<file path="src/rtl/audio_frame_mux.sv">
// Multi-channel audio frame FIFO with an Avalon-MM read mux; read data is registered (1-cycle latency).
// No backpressure on sample_strobe: a frame arriving while full is dropped and flagged in overflow.
module audio_frame_mux #(
   parameter int NUM_CH   = 2,
   parameter int SAMPLE_W = 24,
   parameter int DEPTH    = 16,
   parameter int JUSTIFY  = 0,
   parameter int ADDR_W   = 4
) (
   input  logic                         clk,
   input  logic                         reset,
   input  logic                         sample_strobe,
   input  logic [NUM_CH*SAMPLE_W-1:0]   sound_in,
   input  logic [ADDR_W-1:0]            address,
   input  logic                         read,
   output logic [31:0]                  readdata,
   output logic                         readdatavalid,
   output logic [NUM_CH-1:0]            ch_read,
   output logic                         sample_ready,
   output logic                         overflow
);

   localparam int PTR_W   = (DEPTH > 1) ? $clog2(DEPTH) : 1;
   localparam int LVL_W   = PTR_W + 1;
   localparam int FRAME_W = NUM_CH * SAMPLE_W;

   localparam logic [ADDR_W-1:0] STAT_ADDR = ADDR_W'(NUM_CH);
   localparam logic [ADDR_W-1:0] LAST_CH   = ADDR_W'(NUM_CH - 1);
   localparam logic [LVL_W-1:0]  FULL_LVL  = LVL_W'(DEPTH);

   logic [FRAME_W-1:0]  mem [DEPTH];
   logic [PTR_W-1:0]    wr_ptr;
   logic [PTR_W-1:0]    rd_ptr;
   logic [LVL_W-1:0]    level;
   logic [LVL_W-1:0]    level_nxt;
   logic                underflow;

   logic                fifo_empty;
   logic                fifo_full;
   logic                ch_rd;
   logic                stat_rd;
   logic                pop;
   logic                push;
   logic                drop;
   logic                under_set;

   logic [FRAME_W-1:0]  head;
   logic [SAMPLE_W-1:0] head_sample;
   logic [31:0]         sample_ext;
   logic [31:0]         chan_word;
   logic [31:0]         status_word;
   logic [31:0]         rdata_nxt;

   assign fifo_empty = (level == '0);
   assign fifo_full  = (level == FULL_LVL);
   assign ch_rd      = read && (address < STAT_ADDR);
   assign stat_rd    = read && (address == STAT_ADDR);
   assign under_set  = ch_rd && fifo_empty;

   // Reading the last channel retires the head frame, which also frees a slot
   // for a frame arriving in the same cycle.
   assign pop        = read && (address == LAST_CH) && !fifo_empty;
   assign push       = sample_strobe && (!fifo_full || pop);
   assign drop       = sample_strobe && fifo_full && !pop;
   assign level_nxt  = level + LVL_W'(push) - LVL_W'(pop);

   assign head       = mem[rd_ptr];

   always_comb begin
      ch_read     = '0;
      head_sample = '0;
      for (int k = 0; k < NUM_CH; k++) begin
         if (address == ADDR_W'(k)) begin
            ch_read[k]  = read;
            head_sample = head[k*SAMPLE_W +: SAMPLE_W];
         end
      end
   end

   always_comb begin
      sample_ext = 32'(head_sample);
      if (JUSTIFY != 0) begin
         chan_word = 32'($signed(head_sample));
      end else begin
         chan_word = sample_ext << (32 - SAMPLE_W);
      end
   end

   assign status_word = {14'd0, underflow, overflow, 16'(level)};

   always_comb begin
      rdata_nxt = '0;
      if (ch_rd) begin
         rdata_nxt = fifo_empty ? 32'd0 : chan_word;
      end else if (stat_rd) begin
         rdata_nxt = status_word;
      end
   end

   always_ff @(posedge clk) begin
      if (reset) begin
         wr_ptr        <= '0;
         rd_ptr        <= '0;
         level         <= '0;
         readdata      <= '0;
         readdatavalid <= 1'b0;
         sample_ready  <= 1'b0;
         overflow      <= 1'b0;
         underflow     <= 1'b0;
      end else begin
         if (push) begin
            wr_ptr <= wr_ptr + 1'b1;
         end
         if (pop) begin
            rd_ptr <= rd_ptr + 1'b1;
         end
         level         <= level_nxt;
         sample_ready  <= (level_nxt != '0);
         readdatavalid <= read;
         if (read) begin
            readdata <= rdata_nxt;
         end
         // A status read clears the sticky flags unless a new event lands in the same cycle.
         overflow  <= drop | (overflow & ~stat_rd);
         underflow <= under_set | (underflow & ~stat_rd);
      end
   end

   always_ff @(posedge clk) begin
      if (push && !reset) begin
         mem[wr_ptr] <= sound_in;
      end
   end

endmodule

</file>
<file path="config.mk">
export PLATFORM = sky130hd
export DESIGN_NAME = audio_frame_mux
export DESIGN_NICKNAME = d
export VERILOG_FILES = /design/src/rtl/audio_frame_mux.sv
export SDC_FILE = /design/constraint.sdc
export NUM_CORES = 1
export LEC_CHECK = 0
export CAP_MARGIN = 5
export CORE_UTILIZATION = 50
export DETAILED_ROUTE_END_ITERATION = 12
export DONT_BUFFER_PORTS = 1
export PLACE_DENSITY = 0.76
export SLEW_MARGIN = 20
export SYNTH_ARGS = -nofsm -noshare
export SYNTH_HDL_FRONTEND = slang
export SYNTH_SLANG_ARGS = --single-unit
export TNS_END_PERCENT = 100
</file>
<file path="constraint.sdc">
create_clock -name clk -period 5.5 [get_ports clk]
set_input_delay 1.65 -clock clk [delete_from_list [all_inputs] [get_ports clk]]
set_output_delay 1.65 -clock clk [all_outputs]
set_load 0.1 [all_outputs]
</file>
==> impl_results.md <==
* Design Area, Final at 0.0350 sq mm
* Post-DP HPWL at 38800 microns
* Placed cells at 2275
* Clk_lat worst skew at 620 ps
* Worst slew pin tran at around 1100 ps
* Combinational Power Share at 0.036
* P_int at 10300 uW
* CP Max Fanout at 5
* RSZ-0062 raised after global routing: false
* Clk buf depth at 3
* Peak VDD IR at 0.217 mV
* Drt pass-1 iters at 9
* Avg WL per Cell at 29.4 microns
* Via density at 6.28
* Row count at just over 90
* Required @ worst endpoint at 3850 ps
* Warnings, synthesis at 0
* ANT cells at 0
* Hold buffer count at CTS at 0
* Die Ht at roughly 250 microns
* Setup TNS at 0 ps
* Initial core utilization at 0.505
* GRT Overall Usage at 0.228
* Max-cap violations at 0
* Switching Share at 0.207
* Clk sinks at 818
* Core area at ~0.06 sq mm
* Critical Path, Cell by Cell: nor4b_1, nor2b_2, buf_4
* Fin nets at 1585
* Worst Hold Class: flop to flop
* Mapped Avg Cell Area at between 20 and 25 sq um
* Detailed Route WL at 71000 microns
* Post-synthesis sequential area ratio at 0.772
* Gpl congestion at 0.829
* Total Power Consumption at 13000 uW
* PD cells at 370 mW/mm^2
* Vias in the first global route at 15.8k
* Max Clk Rate at 223 MHz
* Post-synth EDFFs at 768
* Critical path type: primary input to output pin
* Mapped Area at 0.0312 sq mm
* # port buffers at 0
* Flops & latches, synth at 818
* Fin. max-slew vios at 0
* NetSw at 2680 uW
* Slowest cell on the critical path: nor4b_1
* Buffers & Inverters on Critical Path at 1
* Synth unique cells at 57
* Reg power frac at 0.543
* DRC at 2
* Slew HR at 0.257
* Post-synth ARST share at 0
* Final Hold Viols at 0
* Setup violations, final at 0
* Period Utilization, post-route at 0.814
* Total global routing overflow at 0
* # resized after CTS at 0
* Failing checks: design-rule violations
* IO Pins at 93
* Largest net degree at the start of global routing at 87
* Largest stage delay on the critical path at 630 ps
* Die width at about 250 microns
* Status: finished, violations left
* Area grow syn2layout at 12.4%
* Post-Synthesis Cells at 1477
* Worst EP arrival at 2830 ps
* Final Skew at between 20 and 25 ps
* Critical Path Source Type: primary input
* CP Capture Type: output pin
* Initial DRC count at 1788
* Total CTS buffers at 78
* Non-filler cells, final at 2418
* Layout cells sized above 1 at 0.250
* CTS tree: built
* Final antenna-violating net count at 0
* Cell Area, Placed at roughly 0.032 sq mm
* Root buffer selected by CTS: clkbuf_16
* Top FF cell, synth: edfxtp_1
* H-tree depth at 3
* First-pass GRT wire length at 105000 microns
* Total number of vias at 15.2k
* Die Area at about 0.063 sq mm
* Crit path max-delay family: simple AND/OR/NAND/NOR gates
* Setup Fix Bufs, Post-CTS at 0
* Clk slew on worst S/H paths at 60 ps
* Final min period at 4480 ps
* Initial antenna violation count at 0
* Static leakage at roughly 0.011 uW
* Clock power frac at 0.421
==> stage by stage <==
step                       util  worst slack, ps  hold slack (ps)
after floorplan               -             66.0              459
after global placement    0.525             1080              490
after detailed placement  0.525             1050              500
after CTS                 0.568             1040              510
after global routing      0.568              925              549
final                     0.568             1020              517
==> per-layer routing <==
metal | routed length, microns | global-route usage | share of wire | vias to the layer above
met4 | 1660 | 0.0725 | 0.023 | 0
met2 | 36200 | 0.386 | 0.51 | 822
met1 | 26500 | 0.301 | 0.37 | 8020
met3 | 6600 | 0.0406 | 0.093 | 119
li1 | - | - | - | 6224
met5 | 0 | 0 | 0 | -
==> tightest hold or removal path, cell delays in order, from the launching register on <==
cell and delay (ps):
dfxtp_1 310, o21ai_0 70, a21oi_1 90
==> path summary, 6_finish.rpt <==
path	start	endpoint	slack, ps	cells after the start
setup reg to reg	flop	readdata[25]	2160	5
hold reg to reg	rd_ptr[3]	rd_ptr[3]	520	2
setup / recovery	address[3]	ch_read[0]	1020	3
hold / removal	rd_ptr[3]	rd_ptr[3]	520	2
==> flip-flops by register name, summed over array words and instances, names as in the netlist, named ones only <==
register and cells:
wr_ptr 4, mem 768, underflow 1, level 5, readdatavalid 1, overflow 1
readdata 29, sample_ready 1, rd_ptr 4
==> cell families (layout without fill, tap and decap cells) <==
family	Yosys count	in the layout	synth area share
flops	818	818	0.772
compound gates	120	120	0.0265
xor+xnor	6	6	0.00169
simple gates	186	186	0.0302
buf+inv	87	189	0.0142
fa+ha+maj	11	11	0.00466
other cells	1	3	0.000120
mux	248	248	0.151
==> layout by cell type (no fill, tap or decap), types with 4 or more instances in the layout <==
master     synthesis  routed
a21oi_1           10      10
a221o_1            4       4
a22oi_1            9       9
buf_12             0      14
buf_4             12      21
bufinv_16          0       7
clkbuf_1          22      12
clkbuf_16          0      82
clkbuf_8           0      10
clkinv_1           1      14
clkinv_2           0      11
dfxtp_1           50      47
edfxtp_1         768     768
ha_1              10      10
inv_1             10      10
mux2_2            40      40
mux2i_1           35      35
mux4_2           173     173
nand2_1           25      25
nand3_1           15      15
nor2_1            77      59
nor2_4             0      16
nor2b_1            6       5
nor3_1            21      21
o22ai_1           59      59
o31ai_1           20      20
or3_1             19      19
xnor2_1            4       4
==> synth_stat cells (2+ instances only) <==
master,instances,share of area
mux2i_1,35,0.011
clkbuf_1,22,0.0026
buf_1,9,0.0011
a21oi_1,10,0.0016
edfxtp_1,768,0.74
a211oi_1,3,0.00072
xnor2_1,4,0.0011
nor4b_1,2,0.00056
mux2_2,40,0.014
a221o_1,4,0.0013
ha_1,10,0.0040
xor2_1,2,0.00056
buf_6,5,0.0018
inv_1,10,0.0012
or3_1,19,0.0038
and4_1,3,0.00084
mux4_2,173,0.12
nor3_1,21,0.0034
nor2b_1,6,0.0012
buf_4,12,0.0029
a22oi_1,9,0.0022
o22ai_1,59,0.012
nor2_1,77,0.0093
nand2b_1,3,0.00060
o21ai_0,3,0.00048
nand3_1,15,0.0024
buf_2,28,0.0045
or4_1,3,0.00072
dfxtp_1,50,0.032
and2_1,2,0.00040
nand2_1,25,0.0030
o31ai_1,20,0.0048
==> final cells by class <==
cell class / count / area (sq um)
Clock inverter: 39 / 388
Timing Repair Buffer: 35 / 438
Inverter: 11 / 41.3
Tap cell: 837 / 1050
Sequential cell: 818 / 24100
Multi-Input combinational cell: 574 / 6810
Fill cell: 4365 / 26700
Clock buffer: 104 / 2230
==> power groups by stage <==
stage,combinational [uW],clock [uW],sequential [uW]
6_report,464,5460,7040
5_1_grt,499,5730,7050
4_1_cts,462,5510,7040
3_5_place_dp,456,0,7170
3_3_place_gp,449,0,7170
2_1_floorplan,353,0,7150
Note: power is estimated with default switching activity, not from simulation.
